`src/rtl/c_ram_scheduler_if.sv`:
```
// rtl/c_ram_scheduler_if.sv - requester, RAM and status signals of the ciphertext RAM scheduler
interface c_ram_scheduler_if #(
    parameter int DATAWIDTH = 8,
    parameter int DATADEPTH = 16,
    parameter int ADDRWIDTH = 21
);
    localparam int CNTW = $clog2(DATADEPTH + 1);

    logic                 flush;
    logic                 wr_req;
    logic [DATAWIDTH-1:0] wr_data;
    logic                 wr_ack;
    logic                 rd1_req;
    logic                 rd1_ack;
    logic [DATAWIDTH-1:0] rd1_data;
    logic                 rd1_valid;
    logic                 rd2_req;
    logic [ADDRWIDTH-1:0] rd2_addr;
    logic                 rd2_ack;
    logic                 rd2_err;
    logic [DATAWIDTH-1:0] rd2_data;
    logic                 rd2_valid;
    logic                 ram_en;
    logic                 ram_w_or_r;
    logic [ADDRWIDTH-1:0] op_address;
    logic [DATAWIDTH-1:0] ram_din;
    logic [DATAWIDTH-1:0] ram_dout;
    logic [CNTW-1:0]      count;
    logic                 full;
    logic                 empty;

    modport slave (
        input  flush, wr_req, wr_data, rd1_req, rd2_req, rd2_addr, ram_dout,
        output wr_ack, rd1_ack, rd1_data, rd1_valid, rd2_ack, rd2_err, rd2_data, rd2_valid,
        output ram_en, ram_w_or_r, op_address, ram_din, count, full, empty
    );

    modport master (
        output flush, wr_req, wr_data, rd1_req, rd2_req, rd2_addr, ram_dout,
        input  wr_ack, rd1_ack, rd1_data, rd1_valid, rd2_ack, rd2_err, rd2_data, rd2_valid,
        input  ram_en, ram_w_or_r, op_address, ram_din, count, full, empty
    );
endinterface

```
`src/rtl/c_ram_scheduler.sv`:
```
// rtl/c_ram_scheduler.sv - single-port ciphertext RAM scheduler: ring-buffer writer, FIFO reader, random-access peek
module c_ram_scheduler #(
    parameter int DATAWIDTH = 8,
    parameter int DATADEPTH = 16,
    parameter int ADDRWIDTH = 21
) (
    input  logic            clk,
    input  logic            rst,
    c_ram_scheduler_if.slave bus
);
    localparam int CNTW = $clog2(DATADEPTH + 1);
    localparam int PTRW = $clog2(DATADEPTH);
    localparam logic [PTRW-1:0]    LAST_PTR    = PTRW'(DATADEPTH - 1);
    localparam logic [CNTW-1:0]    FULL_CNT    = CNTW'(DATADEPTH);
    localparam logic [ADDRWIDTH:0] DEPTH_LIMIT = (ADDRWIDTH + 1)'(DATADEPTH);

    localparam logic [1:0] SEL_W    = 2'd0;
    localparam logic [1:0] SEL_R1   = 2'd1;
    localparam logic [1:0] SEL_R2   = 2'd2;
    localparam logic [1:0] SEL_NONE = 2'd3;

    function automatic logic [PTRW-1:0] ptr_next(input logic [PTRW-1:0] p);
        return (p == LAST_PTR) ? '0 : p + 1'b1;
    endfunction

    function automatic logic [ADDRWIDTH-1:0] ptr_addr(input logic [PTRW-1:0] p);
        logic [ADDRWIDTH-1:0] a;
        a = '0;
        a[PTRW-1:0] = p;
        return a;
    endfunction

    logic [PTRW-1:0] wr_ptr;
    logic [PTRW-1:0] rd_ptr;
    logic [1:0]      last_grant;
    logic [CNTW-1:0] cnt;
    logic [CNTW-1:0] cnt_inc;
    logic [CNTW-1:0] cnt_dec;
    logic            full_q;
    logic            empty_q;
    // in-flight read tags, bit 0 = port 1, bit 1 = port 2
    logic [1:0]      inflight0;
    logic [1:0]      inflight1;

    logic            rd2_in_range;
    logic            elig_w;
    logic            elig_r1;
    logic            elig_r2;
    logic [1:0]      sel;

    assign cnt_inc      = cnt + 1'b1;
    assign cnt_dec      = cnt - 1'b1;
    assign rd2_in_range = ({1'b0, bus.rd2_addr} < DEPTH_LIMIT);
    assign elig_w       = bus.wr_req && !full_q;
    assign elig_r1      = bus.rd1_req && !empty_q;
    assign elig_r2      = bus.rd2_req && rd2_in_range;

    assign bus.count = cnt;
    assign bus.full  = full_q;
    assign bus.empty = empty_q;

    // round robin W -> R1 -> R2 -> W, search begins after the last winner
    always_comb begin
        sel = SEL_NONE;
        case (last_grant)
            SEL_W: begin
                if (elig_r1)      sel = SEL_R1;
                else if (elig_r2) sel = SEL_R2;
                else if (elig_w)  sel = SEL_W;
            end
            SEL_R1: begin
                if (elig_r2)      sel = SEL_R2;
                else if (elig_w)  sel = SEL_W;
                else if (elig_r1) sel = SEL_R1;
            end
            default: begin
                if (elig_w)       sel = SEL_W;
                else if (elig_r1) sel = SEL_R1;
                else if (elig_r2) sel = SEL_R2;
            end
        endcase
        if (bus.flush) sel = SEL_NONE;
    end

    always_ff @(posedge clk or posedge rst) begin
        if (rst) begin
            wr_ptr         <= '0;
            rd_ptr         <= '0;
            last_grant     <= SEL_R2;
            cnt            <= '0;
            full_q         <= 1'b0;
            empty_q        <= 1'b1;
            inflight0      <= 2'b00;
            inflight1      <= 2'b00;
            bus.wr_ack     <= 1'b0;
            bus.rd1_ack    <= 1'b0;
            bus.rd2_ack    <= 1'b0;
            bus.rd2_err    <= 1'b0;
            bus.rd1_data   <= '0;
            bus.rd1_valid  <= 1'b0;
            bus.rd2_data   <= '0;
            bus.rd2_valid  <= 1'b0;
            bus.ram_en     <= 1'b0;
            bus.ram_w_or_r <= 1'b0;
            bus.op_address <= '0;
            bus.ram_din    <= '0;
        end else begin
            bus.wr_ack     <= 1'b0;
            bus.rd1_ack    <= 1'b0;
            bus.rd2_ack    <= 1'b0;
            bus.ram_en     <= 1'b0;
            bus.ram_w_or_r <= 1'b0;
            bus.rd2_err    <= bus.rd2_req && !rd2_in_range;

            // RAM data arrives one cycle after the access cycle; tag follows it
            inflight0     <= {sel == SEL_R2, sel == SEL_R1};
            inflight1     <= inflight0;
            bus.rd1_valid <= inflight1[0];
            bus.rd2_valid <= inflight1[1];
            if (inflight1[0]) bus.rd1_data <= bus.ram_dout;
            if (inflight1[1]) bus.rd2_data <= bus.ram_dout;

            if (bus.flush) begin
                wr_ptr  <= '0;
                rd_ptr  <= '0;
                cnt     <= '0;
                full_q  <= 1'b0;
                empty_q <= 1'b1;
            end else begin
                case (sel)
                    SEL_W: begin
                        bus.ram_en     <= 1'b1;
                        bus.ram_w_or_r <= 1'b1;
                        bus.op_address <= ptr_addr(wr_ptr);
                        bus.ram_din    <= bus.wr_data;
                        bus.wr_ack     <= 1'b1;
                        wr_ptr         <= ptr_next(wr_ptr);
                        cnt            <= cnt_inc;
                        full_q         <= (cnt_inc == FULL_CNT);
                        empty_q        <= 1'b0;
                        last_grant     <= SEL_W;
                    end
                    SEL_R1: begin
                        bus.ram_en     <= 1'b1;
                        bus.op_address <= ptr_addr(rd_ptr);
                        bus.rd1_ack    <= 1'b1;
                        rd_ptr         <= ptr_next(rd_ptr);
                        cnt            <= cnt_dec;
                        full_q         <= 1'b0;
                        empty_q        <= (cnt_dec == '0);
                        last_grant     <= SEL_R1;
                    end
                    SEL_R2: begin
                        bus.ram_en     <= 1'b1;
                        bus.op_address <= bus.rd2_addr;
                        bus.rd2_ack    <= 1'b1;
                        last_grant     <= SEL_R2;
                    end
                    default: begin
                    end
                endcase
            end
        end
    end
endmodule
```
`src/flat_wrapper.sv`:
```
// flat-port wrapper written by rule: the top's interface ports become plain ports
module c_ram_scheduler_flat 
#(
    parameter int DATAWIDTH = 8,
    parameter int DATADEPTH = 16,
    parameter int ADDRWIDTH = 21
)
  (clk, rst, bus_flush, bus_wr_req, bus_wr_data, bus_rd1_req, bus_rd2_req, bus_rd2_addr, bus_ram_dout, bus_wr_ack, bus_rd1_ack, bus_rd1_data, bus_rd1_valid, bus_rd2_ack, bus_rd2_err, bus_rd2_data, bus_rd2_valid, bus_ram_en, bus_ram_w_or_r, bus_op_address, bus_ram_din, bus_count, bus_full, bus_empty);
  c_ram_scheduler_if #(.DATAWIDTH(DATAWIDTH), .DATADEPTH(DATADEPTH), .ADDRWIDTH(ADDRWIDTH)) bus_i ();
  input  logic clk;
  input  logic rst;
  input wire logic [$bits(bus_i.flush)-1:0] bus_flush;
  input wire logic [$bits(bus_i.wr_req)-1:0] bus_wr_req;
  input wire logic [$bits(bus_i.wr_data)-1:0] bus_wr_data;
  input wire logic [$bits(bus_i.rd1_req)-1:0] bus_rd1_req;
  input wire logic [$bits(bus_i.rd2_req)-1:0] bus_rd2_req;
  input wire logic [$bits(bus_i.rd2_addr)-1:0] bus_rd2_addr;
  input wire logic [$bits(bus_i.ram_dout)-1:0] bus_ram_dout;
  output wire logic [$bits(bus_i.wr_ack)-1:0] bus_wr_ack;
  output wire logic [$bits(bus_i.rd1_ack)-1:0] bus_rd1_ack;
  output wire logic [$bits(bus_i.rd1_data)-1:0] bus_rd1_data;
  output wire logic [$bits(bus_i.rd1_valid)-1:0] bus_rd1_valid;
  output wire logic [$bits(bus_i.rd2_ack)-1:0] bus_rd2_ack;
  output wire logic [$bits(bus_i.rd2_err)-1:0] bus_rd2_err;
  output wire logic [$bits(bus_i.rd2_data)-1:0] bus_rd2_data;
  output wire logic [$bits(bus_i.rd2_valid)-1:0] bus_rd2_valid;
  output wire logic [$bits(bus_i.ram_en)-1:0] bus_ram_en;
  output wire logic [$bits(bus_i.ram_w_or_r)-1:0] bus_ram_w_or_r;
  output wire logic [$bits(bus_i.op_address)-1:0] bus_op_address;
  output wire logic [$bits(bus_i.ram_din)-1:0] bus_ram_din;
  output wire logic [$bits(bus_i.count)-1:0] bus_count;
  output wire logic [$bits(bus_i.full)-1:0] bus_full;
  output wire logic [$bits(bus_i.empty)-1:0] bus_empty;
  assign bus_i.flush = bus_flush;
  assign bus_i.wr_req = bus_wr_req;
  assign bus_i.wr_data = bus_wr_data;
  assign bus_i.rd1_req = bus_rd1_req;
  assign bus_i.rd2_req = bus_rd2_req;
  assign bus_i.rd2_addr = bus_rd2_addr;
  assign bus_i.ram_dout = bus_ram_dout;
  assign bus_wr_ack = bus_i.wr_ack;
  assign bus_rd1_ack = bus_i.rd1_ack;
  assign bus_rd1_data = bus_i.rd1_data;
  assign bus_rd1_valid = bus_i.rd1_valid;
  assign bus_rd2_ack = bus_i.rd2_ack;
  assign bus_rd2_err = bus_i.rd2_err;
  assign bus_rd2_data = bus_i.rd2_data;
  assign bus_rd2_valid = bus_i.rd2_valid;
  assign bus_ram_en = bus_i.ram_en;
  assign bus_ram_w_or_r = bus_i.ram_w_or_r;
  assign bus_op_address = bus_i.op_address;
  assign bus_ram_din = bus_i.ram_din;
  assign bus_count = bus_i.count;
  assign bus_full = bus_i.full;
  assign bus_empty = bus_i.empty;
  c_ram_scheduler #(.DATAWIDTH(DATAWIDTH), .DATADEPTH(DATADEPTH), .ADDRWIDTH(ADDRWIDTH)) u_core (.clk(clk), .rst(rst), .bus(bus_i));
endmodule
```
`config.mk`:
```
export PLATFORM = sky130hd
export DESIGN_NAME = c_ram_scheduler_flat
export DESIGN_NICKNAME = d
export VERILOG_FILES = /design/src/rtl/c_ram_scheduler_if.sv /design/src/rtl/c_ram_scheduler.sv /design/src/flat_wrapper.sv
export SDC_FILE = /design/constraint.sdc
export NUM_CORES = 1
export LEC_CHECK = 0
export BUFFER_PORTS_ARGS = -buffer_cell sky130_fd_sc_hd__buf_2
export CORE_MARGIN = 3
export CORE_UTILIZATION = 55
export CTS_BUF_LIST = sky130_fd_sc_hd__clkbuf_2 sky130_fd_sc_hd__clkbuf_4 sky130_fd_sc_hd__clkbuf_8
export CTS_CLUSTER_DIAMETER = 200
export DETAILED_ROUTE_END_ITERATION = 16
export PLACE_DENSITY = 0.85
export SLEW_MARGIN = 5
export SYNTH_ARGS = -nofsm -noshare
export SYNTH_HDL_FRONTEND = slang
export SYNTH_SLANG_ARGS = --single-unit
```
`constraint.sdc`:
```
create_clock -name clk -period 3.4 [get_ports clk]
set_input_delay 0.17 -clock clk [delete_from_list [all_inputs] [get_ports clk]]
set_output_delay 0.17 -clock clk [all_outputs]
set_load 0.01 [all_outputs]
```
==> flow_summary_export.csv, run 1 <==
group,metric,value,unit
setup_path,max_stage_delay,0.82,ns
outcome,status,"finished clean",
global_routing,grt_start_max_net_pins,46,
pwr,peakVddDrop,0.294,mV
floorplanning,start_util,59.0,%
clock_network,clk_path_buf_depth,2,
clock_network,cts_buffers,9,
sta,grt_setup_unrepaired,"no",
synth,ys_warn_count,0,
min_path,hold_path.class,"in -> reg",
setup_path,critPathArrivalTime,2.53,ns
floorplanning,dieArea,0.00714,mm2
sta,min_period,2.32,ns
synth,async_flop_share,100,%
setup_path,crit_top_cell,"mux2i_1",
final_layout,nNetsFinal,449,
setup_path,worstSetupPathType,"reg -> reg",
setup_path,critical_path.slowest_cell,"o31ai_2",
global_routing,grt_usage,22.1,%
synth,synth_nets,343,
setup_path,critical_path.cell_chain,"nand2b_1 -> o21ai_2 -> o31ai_2 -> mux2i_1 -> mux2i_1",
sta,fin_setup_tns,0,ns
synth,synth.avg_cell_area,11.5,um2
sta,fin_crit_sh,68.1,%
routing,first_pass_iters,4,
clock_network,clock_sinks,73,
floorplanning,std_cell_rows,27,
final_layout,utilization,72.4,%
flow_run,cap_violations,0,
global_routing,antenna_found_initial,0,
sta,hold_viol,0,
synth,ys_types,60,
global_routing,grt_overflow,0,
clock_network,cts_setup_buffers,0,
synth,synthCells,294,
clock_network,cts_resized,0,
clock_network,ctsRootBufferMaster,"clkbuf_8",
sta,layout_setup_ws,1.08,ns
routing,final_antenna_net_count,0,
routing,wirelength,7370,um
setup_path,reg2reg_slack,1.08,ns
synth,ys.flop_type,"dfrtp_1",
sta,clock.fmax,432,MHz
setup_path,endpoint_kind,"flip-flop",
sta,final.setup_skew,0.00994,ns
clock_network,cts-hold-fix-buffers,5,
pwr,total_power,2.10,mW
floorplanning,die_x,84.5,um
placement,port_buffers,102,
clock_network,cts_tree,"yes",
sta,drv_slew,0,
final_layout,syn_to_final_growth,22.6,%
setup_path,cp-start-kind,"flip-flop",
synth,synth_top_area_share,52.4,%
pwr,leakage,2.13,nW
synth,yosysTopAreaCell,"dfrtp_1",
synth,synth_common_cells,"dfrtp_1, nand2_1, nor2b_1, mux2_2, mux2i_1",
setup_path,crit_path_max_fanout,10,
clock_network,htreeDepth,3,
pwr,p_per_area,506,mW/mm2
sta,worst_slew_pin_slew,1.01,ns
placement,place_ws,1.09,ns
routing,viasPerCell,5.37,
synth,synth_edf_count,0,
routing,initialDrtViolationCount,93,
routing,wl_per_cell,15.5,um
global_routing,grt_pass1_wl,12600,um
synth,ys_seq_area_share,53.9,%
floorplanning,die_height,84.5,um
clock_network,path_clk_slew,0.08,ns
floorplanning,core_area,0.00574,mm2
final_layout,diodes,0,
synth,synth-seq-cells,73,
floorplanning,ioPinCount,103,
synth,synth.most_common_cell,"dfrtp_1",
placement,gp_congestion,0.840,
placement,dp_hpwl,5330,um
synth,synth_area_leaders,"dfrtp_1, mux2_2, nand2_1",
setup_path,required,3.61,ns
routing,vias,2560,
routing,drcViolationCount,0,
sta,setup_viol,0,
synth,syn_area,0.00339,mm2
global_routing,grt_pass1_vias,2629,
clock_network,clk_latency,0.35,ns
final_layout,drive_gt1_share,39.0,%
sta,holdWs,0.0205,ns
sta,slew_headroom,32.4,%
-- critical path, delay by kind of cell (launching register included) --
family             cells  cell delay (ns)
DFF                    1             0.58
muxes                  2             0.37
AOI/OAI and AO/OA      2             0.95
and+or+nand+nor        1             0.27
-- cell usage in the layout, fill, tap and decap left out, types with 2 or more instances in the layout --
cell and instances:
inv_6 3, clkbuf_8 9, xnor2_1 4, nor2b_1 24
o31ai_1 2, dfrtp_1 71, and2_1 2, dlygate4sd3_1 5
and3_1 2, nor2_1 11, dfstp_2 2, mux2_2 17
nor4_4 3, nand2_1 40, a21oi_1 10, nand2b_1 4
inv_1 6, nand3_1 13, o21ai_2 2, clkinvlp_4 3
buf_4 2, o211ai_1 3, nor3_1 5, ha_1 6
or3_1 2, buf_2 102, nand4b_1 2, mux2i_1 14
-- worst paths after layout --
kind / start / to / depth (start not counted)
worst max-delay path: u_core.bus.empty$_DFFE_PP1P_ / u_core.bus.op_address[1]$_DFFE_PP0P_ / 5
worst min-delay path: bus_wr_data[5] / u_core.bus.ram_din[5]$_DFFE_PP0P_ / 3
worst max register to register: u_core.bus.empty$_DFFE_PP1P_ / u_core.bus.op_address[1]$_DFFE_PP0P_ / 5
worst min register to register: u_core.inflight0[1]$_DFF_PP0_ / u_core.inflight1[1]$_DFF_PP0_ / 0
max in group asynchronous: rst / u_core.bus.empty$_DFFE_PP1P_ / 4
min in group asynchronous: rst / u_core.bus.op_address[7]$_DFFE_PP0P_ / 3
-- sequential cells by signal, indices dropped and copies added (netlist names), 2 cells and up --
register,flops
u_core.bus.op_address,21
u_core.bus.ram_din,8
u_core.bus.rd1_data,8
u_core.bus.rd2_data,8
u_core.bus.count,5
u_core.rd_ptr,4
u_core.wr_ptr,4
u_core.inflight0,2
u_core.inflight1,2
u_core.last_grant,2
-- where the power goes --
part	internal [mW]	switching, mW
Combinational	0.204	0.223
Clock	0.277	0.352
Sequential	0.967	0.0792
Total	1.45	0.654
-- metal layers --
layer	part of all wire, %	vias to the layer above	wire length [um]	GRT usage (%)
li1	-	1237	-	-
met1	42	1232	3070	27.6
met2	51	81	3770	37.4
met3	5.9	10	434	6.38
met4	1.2	0	90	6.62
met5	0	-	0	0
-- stage by stage --
stage	area, um2	instances
after detailed placement	3920	456
after CTS	4160	477
after floorplan	3390	294
after global routing	4160	477
final	4160	477
after global placement	3920	456
-- cell type report --
cell class / count / area (um2)
clock buffer: 9 / 124
clock inverter: 7 / 60.1
fill: 411 / 1590
inverter: 7 / 26.3
multi-input combinational: 200 / 1450
sequential: 73 / 1830
tap: 72 / 90.1
timing repair buffer: 109 / 576
-- kinds of logic (layout without fill, tap and decap cells) --
family	count (synthesis)	count (layout)	share of synthesized area, %
muxes	31	31	9.78
AOI/OAI and AO/OA	39	39	9.23
DFF	73	73	53.9
buffers and inverters	21	132	3.21
xor gates and xnor gates	5	5	1.29
adders and majority gates	6	6	2.21
and+or+nand+nor	119	119	20.3
Power figures use the tool's default switching activity.
==> run 2: changes to the inputs <==
--- a/config.mk
+++ b/config.mk
@@ -5,13 +5,14 @@
 export SDC_FILE = /design/constraint.sdc
 export NUM_CORES = 1
 export LEC_CHECK = 0
+export ABC_AREA = 1
 export BUFFER_PORTS_ARGS = -buffer_cell sky130_fd_sc_hd__buf_2
 export CORE_MARGIN = 3
-export CORE_UTILIZATION = 55
+export CORE_UTILIZATION = 48
 export CTS_BUF_LIST = sky130_fd_sc_hd__clkbuf_2 sky130_fd_sc_hd__clkbuf_4 sky130_fd_sc_hd__clkbuf_8
 export CTS_CLUSTER_DIAMETER = 200
 export DETAILED_ROUTE_END_ITERATION = 16
-export PLACE_DENSITY = 0.85
+export PLACE_DENSITY = 0.79
 export SLEW_MARGIN = 5
 export SYNTH_ARGS = -nofsm -noshare
 export SYNTH_HDL_FRONTEND = slang
==> constraint.sdc (replaced) <==
create_clock -name clk -period 2 [get_ports clk]
set_input_delay 0.1 -clock clk [delete_from_list [all_inputs] [get_ports clk]]
set_output_delay 0.1 -clock clk [all_outputs]
set_load 0.01 [all_outputs]
==> run 2 against run 1 <==
Against the previous run: global-route usage is 2.8 points lower; clock-buffer cell count is 1 higher; sequential power is 70% higher; worst hold slack worse by 0.010 ns; sequential cell count stayed put; die area is 9.4% higher; fmax is 28% higher; final cell count is 12% higher; first-iteration DRC count is 80% higher.
==> flow_summary_export.csv, run 2 <==
group,metric,value,unit
clock_network,path_clk_slew,0.08,ns
flow_run,cap_violations,0,
sta,clock.fmax,552,MHz
pwr,total_power,3.61,mW
routing,initialDrtViolationCount,167,
clock_network,clk_latency,0.35,ns
clock_network,cts_tree,"yes",
outcome,status,"finished clean",
final_layout,largest_reg_flops,21,
global_routing,grt_overflow,0,
pwr,p_int,2.48,mW
sta,drv_slew,0,
floorplanning,die_height,88.4,um
setup_path,endpoint_kind,"flip-flop",
synth,synth_edf_count,0,
setup_path,critical_path.slowest_cell,"dfstp_2",
clock_network,clk_path_buf_depth,2,
clock_network,cts-hold-fix-buffers,15,
min_path,hold_path.class,"in -> reg",
clock_network,cts_resized,0,
sta,min_period,1.81,ns
placement,gp_congestion,0.881,
sta,hold_viol,0,
clock_network,htreeDepth,3,
routing,final_antenna_net_count,0,
placement,port_buffers,102,
synth,ys_seq_area_share,56.1,%
clock_network,clock_sinks,73,
sta,fin_crit_sh,90.6,%
floorplanning,die_x,88.4,um
synth,async_flop_share,100,%
pwr,leakage,2.19,nW
global_routing,grt_pass1_vias,2522,
setup_path,cp_top_family,"simple AND/OR/NAND/NOR gates",
sta,fin_setup_tns,0,ns
pwr,p_per_area,865,mW/mm2
setup_path,worstSetupPathType,"reg -> reg",
pwr,peakVddDrop,0.465,mV
synth,ys_types,31,
synth,synth.most_common_cell,"dfrtp_1",
synth,synth_area_leaders,"dfrtp_1, nand2_1, mux2_2",
routing,wirelength,7190,um
final_layout,drive_gt1_share,37.4,%
final_layout,utilization,64.6,%
final_layout,final_common_cell,"buf_2",
routing,first_pass_iters,5,
final_layout,top_register,"u_core.bus.op_address",
floorplanning,start_util,50.5,%
synth,ys_warn_count,0,
synth,synth_top_area_share,54.5,%
synth,synth_nets,377,
setup_path,cp-start-kind,"flip-flop",
final_layout,diodes,0,
clock_network,cts_buffers,9,
final_layout,layout_common_cells,"buf_2, dfrtp_1, nand2_1, inv_1, nor2_1",
setup_path,max_stage_delay,0.56,ns
setup_path,critPathBufInv,3,
final_layout,stdcell_area,0.00417,mm2
sta,final.setup_skew,0.00864,ns
routing,vias,2599,
pwr,p_sw_share,31.4,%
sta,setup_viol,0,
routing,wl_per_cell,13.5,um
synth,synth-seq-cells,73,
routing,drcViolationCount,0,
sta,slew_headroom,72.9,%
setup_path,crit_top_cell,"nand2_1",
synth,yosysTopAreaCell,"dfrtp_1",
setup_path,critical_path.cell_chain,"inv_2 -> nand3_1 -> nand2_1 -> inv_1 -> nand4_1 -> nand2_1 -> buf_4 -> nor2_8 -> nor2_4 -> nand2_1 -> nand2_1",
placement,dp_hpwl,4980,um
final_layout,nNetsFinal,501,
placement,placed_area,0.00384,mm2
global_routing,antenna_found_initial,0,
pwr,switchingPower,1.13,mW
routing,viasPerCell,4.87,
clock_network,cts_setup_buffers,0,
setup_path,required,2.29,ns
synth,synth_common_cells,"dfrtp_1, nand2_1, inv_1, nor2_1, nand3_1",
synth,ys.flop_type,"dfrtp_1",
pwr,clkPwrFrac,28.8,%
sta,grt_setup_unrepaired,"no",
final_layout,syn_to_final_growth,28.0,%
floorplanning,core_area,0.00646,mm2
floorplanning,dieArea,0.00782,mm2
synth,syn_area,0.00326,mm2
setup_path,crit_path_max_fanout,16,
floorplanning,std_cell_rows,29,
global_routing,grt_pass1_wl,11500,um
global_routing,grt_usage,19.4,%
pwr,pwr-share-seq,49.5,%
floorplanning,ioPinCount,103,
clock_network,ctsRootBufferMaster,"clkbuf_8",
setup_path,critPathArrivalTime,2.10,ns
sta,worst_slew_pin_slew,0.407,ns
synth,synthCells,328,
synth,synth.avg_cell_area,9.94,um2
pwr,comb_power_share,21.6,%
global_routing,grt_start_max_net_pins,74,
[run 2: final timing paths]
path                            cells past startpoint                                   end                          start  slack, ns
worst max-delay path                               11       u_core.bus.count[3]$_DFFE_PP0P_   u_core.bus.empty$_DFFE_PP1P_       0.19
worst min-delay path                                2    u_core.bus.rd2_data[4]$_DFFE_PP0P_                bus_ram_dout[4]       0.01
worst max register to register                     11       u_core.bus.count[3]$_DFFE_PP0P_   u_core.bus.empty$_DFFE_PP1P_       0.19
worst min register to register                      0         u_core.inflight1[1]$_DFF_PP0_  u_core.inflight0[1]$_DFF_PP0_       0.36
max in group asynchronous                           4          u_core.bus.empty$_DFFE_PP1P_                            rst       1.28
min in group asynchronous                           4  u_core.bus.op_address[4]$_DFFE_PP0P_                            rst       0.38
[run 2: per-layer routing]
layer  up-vias  track usage [%]  routed length (um)
met1      1213             23.7                3090
li1       1287                -                   -
met5         -                0                   0
met2        87             32.9                3510
met4         0             8.38                 110
met3        12             4.38                 478
[run 2: stage by stage]
stage	std cells	setup slack, ns	hold WS [ns]
2_1_floorplan	328	0.0500	0.217
3_3_place_gp	502	0.267	0.211
3_5_place_dp	502	0.211	0.221
4_1_cts	533	0.176	0.000326
5_1_grt	534	0.0277	0.00559
6_report	534	0.189	0.0102
[run 2: cells by family (layout without fill, tap and decap cells)]
group	after synthesis	count (layout)	share of synthesized area (%)
muxes	16	16	5.53
DFF	73	73	56.1
AOI/OAI and AO/OA	30	30	5.49
adders and majority gates	6	6	2.30
and+or+nand+nor	136	136	20.0
buffers and inverters	59	188	8.37
xor gates and xnor gates	8	8	2.15
[run 2: area by class of cell]
| type | instances | area, um2 |
|---|---|---|
| fill | 550 | 2290 |
| timing repair buffer | 126 | 743 |
| tap | 77 | 96.3 |
| multi-input combinational | 196 | 1160 |
| inverter | 46 | 173 |
| clock buffer | 10 | 131 |
| clock inverter | 6 | 42.5 |
| sequential | 73 | 1830 |
[run 2: worst reg2reg max path, stage by stage, from the launching register on]
cell and delay, ns:
dfstp_2 0.56, inv_2 0.04, nand3_1 0.09, nand2_1 0.05, inv_1 0.06, nand4_1 0.08, nand2_1 0.16, buf_4 0.27
nor2_8 0.12, nor2_4 0.19, nand2_1 0.07, nand2_1 0.06
[run 2: power groups by stage]
stage	registers, mW	clock network (mW)	logic (mW)
2_1_floorplan	1.86	0	0.412
3_3_place_gp	1.81	0	0.746
3_5_place_dp	1.82	0	0.764
4_1_cts	1.79	1.06	0.788
5_1_grt	1.81	1.12	0.870
6_report	1.79	1.04	0.781
==> run 3: changes to the inputs <==
--- a/config.mk
+++ b/config.mk
@@ -8,11 +8,12 @@
 export ABC_AREA = 1
 export BUFFER_PORTS_ARGS = -buffer_cell sky130_fd_sc_hd__buf_2
 export CORE_MARGIN = 3
-export CORE_UTILIZATION = 48
+export CORE_UTILIZATION = 53
 export CTS_BUF_LIST = sky130_fd_sc_hd__clkbuf_2 sky130_fd_sc_hd__clkbuf_4 sky130_fd_sc_hd__clkbuf_8
 export CTS_CLUSTER_DIAMETER = 200
 export DETAILED_ROUTE_END_ITERATION = 16
-export PLACE_DENSITY = 0.79
+export PLACE_DENSITY = 0.83
+export RECOVER_POWER = 25
 export SLEW_MARGIN = 5
 export SYNTH_ARGS = -nofsm -noshare
 export SYNTH_HDL_FRONTEND = slang
==> constraint.sdc (replaced) <==
create_clock -name clk -period 1.8 [get_ports clk]
set_input_delay 0.09 -clock clk [delete_from_list [all_inputs] [get_ports clk]]
set_output_delay 0.09 -clock clk [all_outputs]
set_load 0.01 [all_outputs]
==> run 3 against run 2 <==
Against the previous run: combinational power increased by 14%; first-iteration DRC count decreased by 7.2%; non-clock buffer count increased by 7; highest routed layer unchanged.
==> flow_summary_export.csv, run 3 (synthesis gave the netlist of run 2 again) <==
group,metric,value,unit
outcome,status,"finished clean",
floorplanning,dieArea,0.00713,mm2
pwr,p_int,3.12,mW
pwr,pwr-share-seq,45.6,%
floorplanning,ioPinCount,103,
placement,gp_congestion,0.839,
routing,initialDrtViolationCount,155,
sta,slew_headroom,50.1,%
flow_run,cap_violations,0,
final_layout,syn_to_final_growth,32.1,%
final_layout,largest_reg_flops,21,
final_layout,final_common_cell,"buf_2",
floorplanning,std_cell_rows,27,
routing,wl_per_cell,13.7,um
floorplanning,die_height,84.4,um
sta,fin_crit_sh,92.6,%
global_routing,grt_usage,22.0,%
final_layout,diodes,0,
floorplanning,start_util,56.8,%
clock_network,path_clk_slew,0.08,ns
clock_network,cts_tree,"yes",
pwr,total_power,4.36,mW
pwr,clkPwrFrac,33.9,%
final_layout,top_register,"u_core.bus.op_address",
sta,setup_viol,0,
setup_path,critPathArrivalTime,1.90,ns
pwr,p_sw_share,28.5,%
routing,vias,2685,
setup_path,required,2.04,ns
clock_network,cts_buffers,9,
clock_network,ctsRootBufferMaster,"clkbuf_8",
global_routing,antenna_found_initial,0,
setup_path,reg2reg_slack,0.13,ns
clock_network,htreeDepth,3,
setup_path,crit_path_max_fanout,12,
setup_path,critical_path.cell_chain,"inv_2 -> nand3_1 -> nand2_1 -> inv_1 -> nand4_1 -> nand2_2 -> inv_2 -> buf_4 -> nand3b_1 -> nand2_1 -> inv_1 -> nand2_1",
floorplanning,core_area,0.00574,mm2
setup_path,cp-start-kind,"flip-flop",
sta,min_period,1.67,ns
floorplanning,die_x,84.4,um
pwr,p_per_area,1010,mW/mm2
setup_path,critical_path.slowest_cell,"dfstp_2",
clock_network,clk_path_buf_depth,2,
pwr,leakage,2.25,nW
global_routing,grt_overflow,0,
clock_network,clock_sinks,73,
min_path,hold_path.class,"in -> reg",
sta,hold_viol,0,
sta,drv_slew,0,
routing,final_antenna_net_count,0,
global_routing,grt_pass1_vias,2722,
final_layout,utilization,74.9,%
pwr,switchingPower,1.24,mW
setup_path,worstSetupPathType,"reg -> reg",
routing,first_pass_iters,4,
pwr,comb_power_share,20.5,%
global_routing,grt_start_max_net_pins,38,
sta,worst_slew_pin_slew,0.744,ns
setup_path,endpoint_kind,"flip-flop",
global_routing,grt_pass1_wl,12600,um
final_layout,layout_common_cells,"buf_2, dfrtp_1, nand2_1, inv_1, nor2_1",
sta,clock.fmax,600,MHz
final_layout,drive_gt1_share,38.4,%
setup_path,max_stage_delay,0.55,ns
routing,viasPerCell,5.01,
placement,dp_hpwl,5020,um
final_layout,nNetsFinal,508,
sta,final.setup_skew,0.0103,ns
placement,port_buffers,102,
routing,drcViolationCount,0,
setup_path,crit_top_cell,"nand2_1",
pwr,peakVddDrop,0.588,mV
routing,wirelength,7360,um
clock_network,clk_latency,0.35,ns
==> run 3: cell count changes in the layout (fill, tap and decap cells not counted), moves of 2 or more <==
cell | before | now
buf_4 | 7 | 12
bufinv_16 | 0 | 2
clkbuf_8 | 9 | 11
clkinv_2 | 2 | 0
==> run 3: layer usage <==
layer	global-route usage [%]	up-vias	part of all wire [%]
li1	-	1310	-
met1	27.3	1262	41
met2	37.8	104	51
met3	5.79	9	7.2
met4	6.76	0	0.92
met5	0	-	0
==> run 3: path summary, 6_finish.rpt <==
check | start | to | depth (start not counted)
setup / recovery | u_core.bus.empty$_DFFE_PP1P_ | u_core.bus.count[1]$_DFFE_PP0P_ | 12
hold / removal | bus_rd2_req | u_core.bus.rd2_err$_DFF_PP0_ | 2
setup reg to reg | u_core.bus.empty$_DFFE_PP1P_ | u_core.bus.count[1]$_DFFE_PP0P_ | 12
hold reg to reg | u_core.inflight0[0]$_DFF_PP0_ | u_core.inflight1[0]$_DFF_PP0_ | 0
max in group asynchronous | rst | u_core.bus.empty$_DFFE_PP1P_ | 4
min in group asynchronous | rst | u_core.bus.rd1_data[5]$_DFFE_PP0P_ | 3
==> run 3: power groups by stage <==
stage               clock [mW]  sequential, mW  combinational, mW
floorplan                    0            2.07              0.458
global placement             0            2.01              0.828
detailed placement           0            2.01              0.856
CTS                       1.50            1.98              0.886
global route              1.58            2.02              0.992
finish                    1.48            1.99              0.894
==> run 3: what timing repair did <==
action,CTS,global route
buffers inserted,0,4
gates resized for setup,0,4
hold buffers,17,0
hold endpoints to repair,40,0
endpoints found under the setup margin,0,19
==> run 3: through the flow <==
| step | area [um2] | TNS, ns | hold WS (ns) | setup WS (ns) | std cells |
|---|---|---|---|---|---|
| 6_report | 4300 | 0 | 0.0177 | 0.133 | 536 |
| 4_1_cts | 4260 | 0 | 0.00887 | 0.0194 | 532 |
| 5_1_grt | 4300 | -0.00213 | 0.0133 | -0.00175 | 536 |
| 2_1_floorplan | 3260 | 0 | 0.207 | 0.216 | 328 |
| 3_5_place_dp | 3850 | 0 | 0.104 | 0.0425 | 499 |
| 3_3_place_gp | 3850 | 0 | 0.103 | 0.147 | 499 |
==> run 3: layout make-up <==
| cell class | count | area [um2] |
|---|---|---|
| Sequential cell | 73 | 1830 |
| Fill cell | 392 | 1440 |
| Multi-Input combinational cell | 196 | 1180 |
| Timing Repair Buffer | 133 | 798 |
| Inverter | 46 | 174 |
| Clock buffer | 12 | 159 |
| Tap cell | 72 | 90.1 |
| Clock inverter | 4 | 75.1 |
==> run 3: worst max-delay path: cells and delay by family, from the launching register on <==
| kind | cells | cell delay [ns] |
|---|---|---|
| AND/OR/NAND/NOR | 7 | 0.61 |
| flip-flops | 1 | 0.55 |
| buffers and inverters | 5 | 0.40 |
